[config.mk]
export PLATFORM = sky130hd
export DESIGN_NAME = instr_fetch_flat
export DESIGN_NICKNAME = d
export VERILOG_FILES = /design/src/rtl/riscv_pkg.sv /design/src/rtl/instr_fetch_if.sv /design/src/rtl/instr_fetch_pc_next.sv /design/src/rtl/instr_fetch.sv /design/src/flat_wrapper.sv
export SDC_FILE = /design/constraint.sdc
export NUM_CORES = 1
export LEC_CHECK = 0
export ABC_AREA = 1
export CAP_MARGIN = 30
export CORE_MARGIN = 2
export CORE_UTILIZATION = 28
export CTS_CLUSTER_SIZE = 30
export DETAILED_ROUTE_END_ITERATION = 6
export PLACE_DENSITY = 0.54
export SYNTH_ARGS = -nofsm -noshare
export SYNTH_HDL_FRONTEND = slang
export SYNTH_SLANG_ARGS = --single-unit
export TNS_END_PERCENT = 20
[constraint.sdc]
create_clock -name clk -period 1.8 [get_ports clk]
set_input_delay 0.27 -clock clk [delete_from_list [all_inputs] [get_ports clk]]
set_output_delay 0.27 -clock clk [all_outputs]
set_load 0.05 [all_outputs]
[src/rtl/riscv_pkg.sv]
// Shared types and constants for the tiny RISC-V core.
// Latency: n/a (declarations only).
// Backpressure: n/a.
//
// Contents: XLEN, the canonical NOP encoding, the fetch-stage state enum,
// the IF/ID pipeline register layout and a word-align helper.
package riscv_pkg;

  localparam int XLEN = 32;

  // addi x0, x0, 0
  localparam logic [XLEN-1:0] NOP_INSTR = 32'h0000_0013;

  typedef enum logic [1:0] {
    BOOT = 2'd0,
    RUN  = 2'd1,
    HALT = 2'd2
  } fetch_state_t;

  typedef struct packed {
    logic            valid;
    logic [XLEN-1:0] instr;
    logic [XLEN-1:0] pc;
    logic [XLEN-1:0] pc_plus4;
  } if_id_t;

  // Force an address onto a 32-bit instruction boundary.
  function automatic logic [XLEN-1:0] align_word(input logic [XLEN-1:0] addr);
    return {addr[XLEN-1:2], 2'b00};
  endfunction

endpackage

[src/rtl/instr_fetch_if.sv]
// Bundle of fetch-stage control, instruction-memory and IF/ID signals.
// Latency: n/a (wiring only).
// Backpressure: stall_i from hazard logic holds the stage; redirect_valid_i overrides it.
//
// Modports: master = the fetch stage, slave = surrounding core / memory.
interface instr_fetch_if;
  import riscv_pkg::*;

  logic            stall_i;
  logic            redirect_valid_i;
  logic [XLEN-1:0] redirect_pc_i;
  logic [XLEN-1:0] imem_addr_o;
  logic [XLEN-1:0] imem_instr_i;
  logic            if_id_valid_o;
  logic [XLEN-1:0] if_id_instr_o;
  logic [XLEN-1:0] if_id_pc_o;
  logic [XLEN-1:0] if_id_pc_plus4_o;
  logic            fetch_fault_o;

  modport master (
    input  stall_i, redirect_valid_i, redirect_pc_i, imem_instr_i,
    output imem_addr_o, if_id_valid_o, if_id_instr_o, if_id_pc_o,
           if_id_pc_plus4_o, fetch_fault_o
  );

  modport slave (
    output stall_i, redirect_valid_i, redirect_pc_i, imem_instr_i,
    input  imem_addr_o, if_id_valid_o, if_id_instr_o, if_id_pc_o,
           if_id_pc_plus4_o, fetch_fault_o
  );

endinterface

[src/rtl/instr_fetch_pc_next.sv]
// Next-PC select (redirect / hold / +4) plus fetch range and redirect alignment checks.
// Latency: purely combinational.
// Backpressure: stall_i or a non-RUN state selects hold; redirect always wins.
//
// Ports: pc_i/state_i current PC and fetch state; stall_i, redirect_valid_i,
// redirect_pc_i control; next_pc_o, pc_plus4_o, in_range_o, misaligned_o results.
module pc_next
  import riscv_pkg::*;
#(
  parameter int unsigned IMEM_WORDS = 64
) (
  input  logic [XLEN-1:0] pc_i,
  input  fetch_state_t    state_i,
  input  logic            stall_i,
  input  logic            redirect_valid_i,
  input  logic [XLEN-1:0] redirect_pc_i,
  output logic [XLEN-1:0] next_pc_o,
  output logic [XLEN-1:0] pc_plus4_o,
  output logic            in_range_o,
  output logic            misaligned_o
);

  localparam logic [XLEN-1:0] IMEM_WORDS_W = XLEN'(IMEM_WORDS);

  // Wraps modulo 2^32 naturally.
  assign pc_plus4_o = pc_i + 32'd4;

  // Compare the full word index so far-out-of-range PCs cannot alias
  // back into the memory through truncation.
  assign in_range_o = ({2'b00, pc_i[XLEN-1:2]} < IMEM_WORDS_W);

  assign misaligned_o = (redirect_pc_i[1:0] != 2'b00);

  always_comb begin
    next_pc_o = pc_i;
    if (redirect_valid_i) begin
      next_pc_o = align_word(redirect_pc_i);
    end else if (state_i == RUN && !stall_i && in_range_o) begin
      next_pc_o = pc_plus4_o;
    end
  end

endmodule

[src/rtl/instr_fetch.sv]
// Fetch stage: PC register, BOOT/RUN/HALT control and IF/ID pipeline register.
// Latency: instruction at PC in cycle N appears on IF/ID in cycle N+1; one per cycle.
// Backpressure: stall holds PC/IF/ID/state; redirect overrides stall and flushes IF/ID.
//
// Ports: clk, rstn (synchronous, active-low); bus (instr_fetch_if.master) carrying
// stall/redirect inputs, imem address/data and IF/ID + fetch_fault outputs.
module instr_fetch
  import riscv_pkg::*;
#(
  parameter logic [31:0] RESET_PC   = 32'h0000_0000,
  parameter int unsigned IMEM_WORDS = 64
) (
  input  logic         clk,
  input  logic         rstn,
  instr_fetch_if.master bus
);

  fetch_state_t    state;
  logic [XLEN-1:0] pc;
  if_id_t          if_id;
  logic            fault;

  logic [XLEN-1:0] next_pc;
  logic [XLEN-1:0] pc_plus4;
  logic            in_range;
  logic            misaligned;

  pc_next #(
    .IMEM_WORDS (IMEM_WORDS)
  ) u_pc_next (
    .pc_i             (pc),
    .state_i          (state),
    .stall_i          (bus.stall_i),
    .redirect_valid_i (bus.redirect_valid_i),
    .redirect_pc_i    (bus.redirect_pc_i),
    .next_pc_o        (next_pc),
    .pc_plus4_o       (pc_plus4),
    .in_range_o       (in_range),
    .misaligned_o     (misaligned)
  );

  always_ff @(posedge clk) begin
    if (!rstn) begin
      state          <= BOOT;
      pc             <= RESET_PC;
      if_id.valid    <= 1'b0;
      if_id.instr    <= NOP_INSTR;
      if_id.pc       <= '0;
      if_id.pc_plus4 <= '0;
      fault          <= 1'b0;
    end else begin
      // Fault is a single-cycle pulse unless re-raised below.
      fault <= 1'b0;
      if (bus.redirect_valid_i) begin
        // Redirect is honoured from any state, including HALT and BOOT.
        pc          <= next_pc;
        if_id.valid <= 1'b0;
        if_id.instr <= NOP_INSTR;
        fault       <= misaligned;
        state       <= RUN;
      end else begin
        unique case (state)
          BOOT: begin
            // PC already holds RESET_PC; spend one cycle, ignoring stall.
            state <= RUN;
          end
          RUN: begin
            if (!bus.stall_i) begin
              if (in_range) begin
                if_id.valid    <= 1'b1;
                if_id.instr    <= bus.imem_instr_i;
                if_id.pc       <= pc;
                if_id.pc_plus4 <= pc_plus4;
                pc             <= next_pc;
              end else begin
                if_id.valid <= 1'b0;
                if_id.instr <= NOP_INSTR;
                fault       <= 1'b1;
                state       <= HALT;
              end
            end
          end
          HALT: begin
            // Frozen until a redirect arrives.
            if_id.valid <= 1'b0;
          end
          default: begin
            state <= HALT;
          end
        endcase
      end
    end
  end

  assign bus.imem_addr_o      = pc;
  assign bus.if_id_valid_o    = if_id.valid;
  assign bus.if_id_instr_o    = if_id.instr;
  assign bus.if_id_pc_o       = if_id.pc;
  assign bus.if_id_pc_plus4_o = if_id.pc_plus4;
  assign bus.fetch_fault_o    = fault;

endmodule

[src/flat_wrapper.sv]
// flat-port wrapper written by rule: the top's interface ports become plain ports
module instr_fetch_flat import riscv_pkg::*;
#(
  parameter logic [31:0] RESET_PC   = 32'h0000_0000,
  parameter int unsigned IMEM_WORDS = 64
)
  (clk, rstn, bus_stall_i, bus_redirect_valid_i, bus_redirect_pc_i, bus_imem_instr_i, bus_imem_addr_o, bus_if_id_valid_o, bus_if_id_instr_o, bus_if_id_pc_o, bus_if_id_pc_plus4_o, bus_fetch_fault_o);
  instr_fetch_if bus_i ();
  input  logic clk;
  input  logic rstn;
  input wire logic [$bits(bus_i.stall_i)-1:0] bus_stall_i;
  input wire logic [$bits(bus_i.redirect_valid_i)-1:0] bus_redirect_valid_i;
  input wire logic [$bits(bus_i.redirect_pc_i)-1:0] bus_redirect_pc_i;
  input wire logic [$bits(bus_i.imem_instr_i)-1:0] bus_imem_instr_i;
  output wire logic [$bits(bus_i.imem_addr_o)-1:0] bus_imem_addr_o;
  output wire logic [$bits(bus_i.if_id_valid_o)-1:0] bus_if_id_valid_o;
  output wire logic [$bits(bus_i.if_id_instr_o)-1:0] bus_if_id_instr_o;
  output wire logic [$bits(bus_i.if_id_pc_o)-1:0] bus_if_id_pc_o;
  output wire logic [$bits(bus_i.if_id_pc_plus4_o)-1:0] bus_if_id_pc_plus4_o;
  output wire logic [$bits(bus_i.fetch_fault_o)-1:0] bus_fetch_fault_o;
  assign bus_i.stall_i = bus_stall_i;
  assign bus_i.redirect_valid_i = bus_redirect_valid_i;
  assign bus_i.redirect_pc_i = bus_redirect_pc_i;
  assign bus_i.imem_instr_i = bus_imem_instr_i;
  assign bus_imem_addr_o = bus_i.imem_addr_o;
  assign bus_if_id_valid_o = bus_i.if_id_valid_o;
  assign bus_if_id_instr_o = bus_i.if_id_instr_o;
  assign bus_if_id_pc_o = bus_i.if_id_pc_o;
  assign bus_if_id_pc_plus4_o = bus_i.if_id_pc_plus4_o;
  assign bus_fetch_fault_o = bus_i.fetch_fault_o;
  instr_fetch #(.RESET_PC(RESET_PC), .IMEM_WORDS(IMEM_WORDS)) u_core (.clk(clk), .rstn(rstn), .bus(bus_i));
endmodule
==> summary.txt, run 1 <==
Final layout
  – Commonest non-fill, non-tap cell in the layout: nand2_1
  – Nets: 830
  – Design Area, Final: between 7000 and 8000 sq um
  – Reg area: 2520 sq um
  – Commonest non-fill, non-tap cells in the layout: nand2_1 (135), dfxtp_1 (126), dlygate4sd2_1 (91)
  – Share of layout cells above drive strength 1: between 20% and 30%
  – Area grow syn2layout: 51.7%
  – Layout fillers: 1752
  – Area occupied by multi-input gates: a little under 2000 sq um
  – Antenna cells: 0

Clocking
  – Clock Latency Late Sink: between 400 and 500 ps
  – CTS Hold Bufs: 0
  – Clock slew at reported path FFs: 60 ps
  – CTS Buffer Depth: 2
  – Clock buffer count from CTS: 17
  – # clock sinks: 126
  – H-Tree Depth: 4
  – TritonCTS clock tree: yes
  – CTS root buffer: clkbuf_16

Synthesis
  – Number of flops mapped to enable cells by yosys: 0
  – Post-synthesis sequential area ratio: a little over half
  – Avg Cell Area, Syn: 8.43 sq um
  – Synth Cell Area: ~4800 sq um
  – Netlist cell types: 30
  – Main flop type after synthesis: dfxtp_1
  – Simple-Gate Fraction of Synth Area: ~29%
  – Synth warn: 0
  – Synth Area in Adders: less than 1%
  – Ys async rst share: 0%
  – Synthesized instance count: 573
  – Mux contribution to synthesized area: 0%
  – Compound-Gate Fraction of Synth Area: about a tenth
  – Synth Area in XOR/XNOR: less than 1%
  – #FFs+latches synth: between 100 and 150
  – Main combinational cell family by area after synthesis: simple AND/OR/NAND/NOR gates

Flow run
  – Max cap viols: 0

Placed design
  – Placer Congestion: approximately 0.7
  – Placed cell area: roughly 7000 sq um
  – # port buffers: 191
  – HPWL after detailed placement: 9500 microns

GRT
  – Remaining global-route overflow: 0
  – First-pass GRT wire length: 21300 microns
  – Largest net degree at the start of global routing: 68
  – Vias in the first global route: ~4200
  – Overall Global Routing Usage: between 10% and 20%
  – Initial antenna violation count: 0

Detailed routing
  – DRT Pass-1 Iters: 4
  – Remaining antenna violation count after routing: 0
  – Vias per cell: 4.30
  – DR vias: around 4300
  – Total Routed Length: between 10000 and 15000 microns
  – DRT iter0 DRCs: approximately 210
  – # DRC: 0
  – Wirelength per Cell: between 10 and 15 microns

STA
  – Clock Skew: around 8.4 ps
  – RSZ-0062 raised after global routing: false
  – Final setup violating endpoints: 0
  – Final period util: 88.2%
  – Actual slew at the worst max-slew pin: roughly 520 ps
  – Crit path time final: ~1600 ps
  – Fin. Hold Viols: 0
  – Max Clk Rate: roughly 630 MHz
  – Rel. slew slack: approximately 65%
  – TNS Setup: 0 ps
  – Pins Over Slew Limit: 0

Worst setup path
  – CP bufs+invs: 1
  – Startpoint Class: flop
  – Worst Setup End Kind: output pin
  – CP top delay family: buffers and inverters
  – CP startpoint: u_core.bus.imem_addr_o[29]$_SDFFE_PN0P_
  – Critical R2R Launch: u_core.bus.imem_addr_o[8]$_SDFFE_PN0P_
  – Critical Path Fanout Max: 3
  – Required time of the critical path: 1530 ps
  – Critical-path cell list: dlygate4sd2_1
  – Slowest-stage cell, CP: dlygate4sd2_1
  – Arrival time worst endpoint: about 1300 ps
  – Critical path class: flop to output pin
  – CP peak stage delay: roughly 550 ps

Worst hold path
  – Hold path startpoint: bus_redirect_pc_i[12]
  – Hold crit path type: primary input to flop

Floorplan
  – Die area: roughly 18000 sq um
  – Core Rows: 48
  – Ports: approximately 200
  – Height of the die: 135 microns
  – Initial core utilization: around 28%
  – Core area: about 17000 sq um
  – Die W: 135 microns

Pwr
  – Lkg Pwr: about 3.4 nW
  – VDD IR-drop max: just over 700 uV
  – Final Total Pwr: between 6 and 7 mW
  – Pwr Density: ~940 nW/um^2

Status
  – Outcome: finished, final reports clean
==> cell usage after synthesis, types with 3 or more instances <==
library cell / count / area share (%)
buf_12: 3 / 1.2
nor2_2: 11 / 1.4
o22ai_1: 3 / 0.39
buf_2: 7 / 0.72
clkbuf_1: 20 / 1.6
nand3_2: 3 / 0.62
dfxtp_1: 126 / 52
nor2_1: 48 / 3.7
and3_1: 24 / 3.1
nand3_1: 43 / 4.5
buf_6: 4 / 0.93
a21oi_2: 29 / 5.3
nand2_2: 30 / 3.9
a21oi_1: 34 / 3.5
o21ai_0: 5 / 0.52
inv_1: 23 / 1.8
nand2_1: 135 / 10
nor2_4: 3 / 0.70
inv_2: 4 / 0.31
buf_4: 6 / 0.93
==> sequential cells by signal (all words and copies together) (netlist names) <==
register / cells
u_core.bus.if_id_pc_o: 30
u_core.bus.imem_addr_o: 30
u_core.state: 2
u_core.bus.if_id_valid_o: 1
u_core.bus.if_id_instr_o: 32
u_core.bus.if_id_pc_plus4_o: 30
u_core.bus.fetch_fault_o: 1
==> routing by layer <==
metal / vias up / global-route usage [%] / part of all wire, %
met5: - / 0 / 0
li1: 2197 / - / -
met3: 16 / 5.05 / 6.7
met2: 124 / 24.8 / 48
met4: 0 / 5.38 / 1.2
met1: 1956 / 17.6 / 44
==> report_power, final <==
| group | internal, mW | switching, mW |
|---|---|---|
| combinational | 0.254 | 0.407 |
| sequential | 2.83 | 0.0394 |
| clock | 2.14 | 1.24 |
==> kinds of logic (layout without fill, tap and decap cells) <==
family,count (synthesis),after routing
AO/OA/AOI/OAI,72,72
XOR/XNOR,3,3
adder cells (fa/ha/maj),1,1
buffers and inverters,69,265
flip-flops,126,126
other,1,6
AND/OR/NAND/NOR,301,301
==> stage by stage <==
| step | cells | hold WS [ps] | setup WS [ps] | util [%] |
|---|---|---|---|---|
| 2_1_floorplan | 578 | 401 | 111 | - |
| 3_3_place_gp | 967 | 426 | 105 | 40.2 |
| 3_5_place_dp | 967 | 428 | 60.7 | 40.2 |
| 4_1_cts | 999 | 398 | 183 | 43.0 |
| 5_1_grt | 999 | 411 | 78.5 | 43.0 |
| 6_report | 999 | 419 | 212 | 43.0 |
==> layout make-up <==
| class | count | area share, % |
|---|---|---|
| repair buffers | 206 | 25.6 |
| flip-flops and latches | 126 | 34.4 |
| multi-input cells | 383 | 26.7 |
| clock inverters | 10 | 1.54 |
| inverters | 27 | 1.38 |
| clock buffers | 22 | 6.47 |
| well taps | 225 | 3.84 |
==> timing repair <==
item | in CTS | in global routing
buffers inserted | 0 | 0
gates resized for setup | 91 | 0
setup endpoints to repair | 91 | 0
==> final timing paths <==
kind                            cells past startpoint  slack, ps                                      endpoint
worst min-delay path                                3        420       u_core.bus.imem_addr_o[12]$_SDFFE_PN0P_
worst min register to register                      2        430  u_core.bus.if_id_pc_plus4_o[15]$_SDFFE_PN0P_
worst max register to register                      7        240      u_core.bus.if_id_instr_o[4]$_SDFFE_PP1P_
worst max-delay path                                1        210                           bus_imem_addr_o[29]
Power figures use the tool's default switching activity.
==> run 2: changes to the inputs <==
--- a/config.mk
+++ b/config.mk
@@ -7,7 +7,7 @@
 export LEC_CHECK = 0
 export ABC_AREA = 1
 export CAP_MARGIN = 30
-export CORE_MARGIN = 2
+export CORE_MARGIN = 8
 export CORE_UTILIZATION = 28
 export CTS_CLUSTER_SIZE = 30
 export DETAILED_ROUTE_END_ITERATION = 6
==> summary.txt, run 2 (synthesized netlist as in run 1, its figures left out) <==
Status
  – Outcome: finished, final reports clean

GRT
  – Initial antenna violation count: 0
  – Overall Global Routing Usage: a little over an eighth
  – Vias in the first global route: 4579
  – First-pass GRT wire length: around 24000 microns
  – Largest net degree at the start of global routing: between 60 and 70
  – Remaining global-route overflow: 0

STA
  – Actual slew at the worst max-slew pin: about 670 ps
  – Max Clk Rate: around 630 MHz
  – Rel. slew slack: a little under three fifths
  – Final setup violating endpoints: 0
  – Min Hold Slack: about 420 ps
  – Fin. Hold Viols: 0
  – Pins Over Slew Limit: 0
  – TNS Setup: 0 ps
  – RSZ-0062 raised after global routing: false
  – Crit path time final: about 1600 ps
  – Final period util: 87.8%
  – Clock Skew: between 5 and 6 ps

Detailed routing
  – DR vias: between 4000 and 5000
  – Wirelength per Cell: 14.8 microns
  – DRT iter0 DRCs: 154
  – Remaining antenna violation count after routing: 0
  – Vias per cell: roughly 4.4
  – # DRC: 0
  – DRT Pass-1 Iters: 4
  – Total Routed Length: 14800 microns

Final layout
  – Commonest non-fill, non-tap cells in the layout: nand2_1 (135), dfxtp_1 (126), dlygate4sd2_1 (80)
  – Commonest non-fill, non-tap cell in the layout: nand2_1
  – Layout fillers: 1760
  – Antenna cells: 0
  – Max reg flops: 32
  – Post-layout util: a little over two fifths
  – Nets: 830
  – Share of layout cells above drive strength 1: around 22%
  – Finished Layout Cells: ~1000
  – Design Area, Final: approximately 7300 sq um
  – Area grow syn2layout: 51.6%

Worst setup path
  – Critical-path cell list: dlygate4sd2_1
  – CP bufs+invs: 1
  – CP top delay family: buffers and inverters
  – Required time of the critical path: roughly 1500 ps
  – Slowest-stage cell, CP: dlygate4sd2_1
  – Arrival time worst endpoint: around 1300 ps
  – Startpoint Class: flop
  – CP peak stage delay: roughly 560 ps
  – Critical path class: flop to output pin
  – Critical Path Fanout Max: 2
  – Worst Setup End Kind: output pin

Clocking
  – Clock buffer count from CTS: 17
  – H-Tree Depth: 4
  – TritonCTS clock tree: yes
  – Clock Latency Late Sink: between 400 and 500 ps
  – CTS Buffer Depth: 2
  – CTS root buffer: clkbuf_16
  – # clock sinks: between 100 and 150
  – Clock slew at reported path FFs: ~60 ps

Placed design
  – Post-Place Cells: 967
  – Placer Congestion: around 0.75
  – Placed cell area: about 7000 sq um
  – # port buffers: 191
  – HPWL after detailed placement: 10600 microns

Pwr
  – VDD IR-drop max: approximately 660 uV
  – Pwr Density: between 900 and 1000 nW/um^2
  – Lkg Pwr: about 3.4 nW

Floorplan
  – Core area: approximately 17000 sq um
  – Core Rows: between 40 and 50
  – Initial core utilization: 28.3%
  – Ports: about 200
  – Die area: about 22000 sq um
  – Die W: approximately 150 microns
  – Height of the die: 147 microns

Worst hold path
  – Hold crit path type: primary input to flop

Flow run
  – Max cap viols: 0
[run 2: cell types whose count changed in the layout (fill, tap and decap cells not counted), sizes merged]
cell,change
dlygate4sd2,-11
clkinvlp,+1
buf,+11
clkinv,-1
[run 2: through the flow]
step           setup WS, ps  total power, mW
6_report                220             6.96
5_1_grt                 103             7.22
4_1_cts                 202             7.06
3_5_place_dp           73.9             3.61
3_3_place_gp           71.5             3.60
2_1_floorplan           111             3.32
[run 2: repair_timing]
| action | CTS | global route |
|---|---|---|
| endpoints found under the hold margin | 0 | 0 |
| gates resized for setup | 80 | 0 |
| hold buffers | 0 | 0 |
| endpoints found under the setup margin | 80 | 0 |
| setup buffers | 0 | 0 |
[run 2: cell type report]
type | count | area (sq um) | share of cell area [%]
clock buffers | 22 | 484 | 6.61
clock inverters | 10 | 111 | 1.52
inverters | 27 | 101 | 1.38
multi-input cells | 383 | 1960 | 26.8
flip-flops and latches | 126 | 2520 | 34.4
well taps | 225 | 282 | 3.84
repair buffers | 206 | 1860 | 25.5
[run 2: path summary, 6_finish.rpt]
check	end	start	cells after the start	slack [ps]
setup / recovery	bus_if_id_instr_o[20]	u_core.bus.if_id_instr_o[20]$_SDFFE_PP0P_	1	220
setup reg to reg	u_core.bus.if_id_pc_o[7]$_SDFFE_PN0P_	u_core.bus.imem_addr_o[12]$_SDFFE_PN0P_	7	290
hold / removal	u_core.bus.imem_addr_o[30]$_SDFFE_PN0P_	bus_redirect_pc_i[30]	3	420
hold reg to reg	u_core.bus.if_id_pc_plus4_o[20]$_SDFFE_PN0P_	u_core.bus.if_id_pc_plus4_o[20]$_SDFFE_PN0P_	2	430
[run 2: metal layers]
metal	wire length, microns	share of wire [%]	up-vias	GRT usage [%]
met3	1140	7.7	12	5.69
met2	7180	48	128	23.3
met5	0	0	-	0
met1	6350	43	2020	15.0
met4	160	1.1	0	4.39
li1	-	-	2194	-
[run 2: where the power goes]
group	switching [mW]	leakage (nW)	total, mW	internal (mW)
clock network	1.24	0.288	3.41	2.18
registers	0.0410	1.02	2.88	2.83
logic	0.410	2.07	0.668	0.259
total	1.69	3.38	6.96	5.27
==> run 3: changes to the inputs <==
--- a/config.mk
+++ b/config.mk
@@ -11,6 +11,7 @@
 export CORE_UTILIZATION = 28
 export CTS_CLUSTER_SIZE = 30
 export DETAILED_ROUTE_END_ITERATION = 6
+export GPL_TIMING_DRIVEN = 1
 export PLACE_DENSITY = 0.54
 export SYNTH_ARGS = -nofsm -noshare
 export SYNTH_HDL_FRONTEND = slang
==> results of run 3 <==
Same layout as run 2: the final DEF is identical, and so are final timing and power.
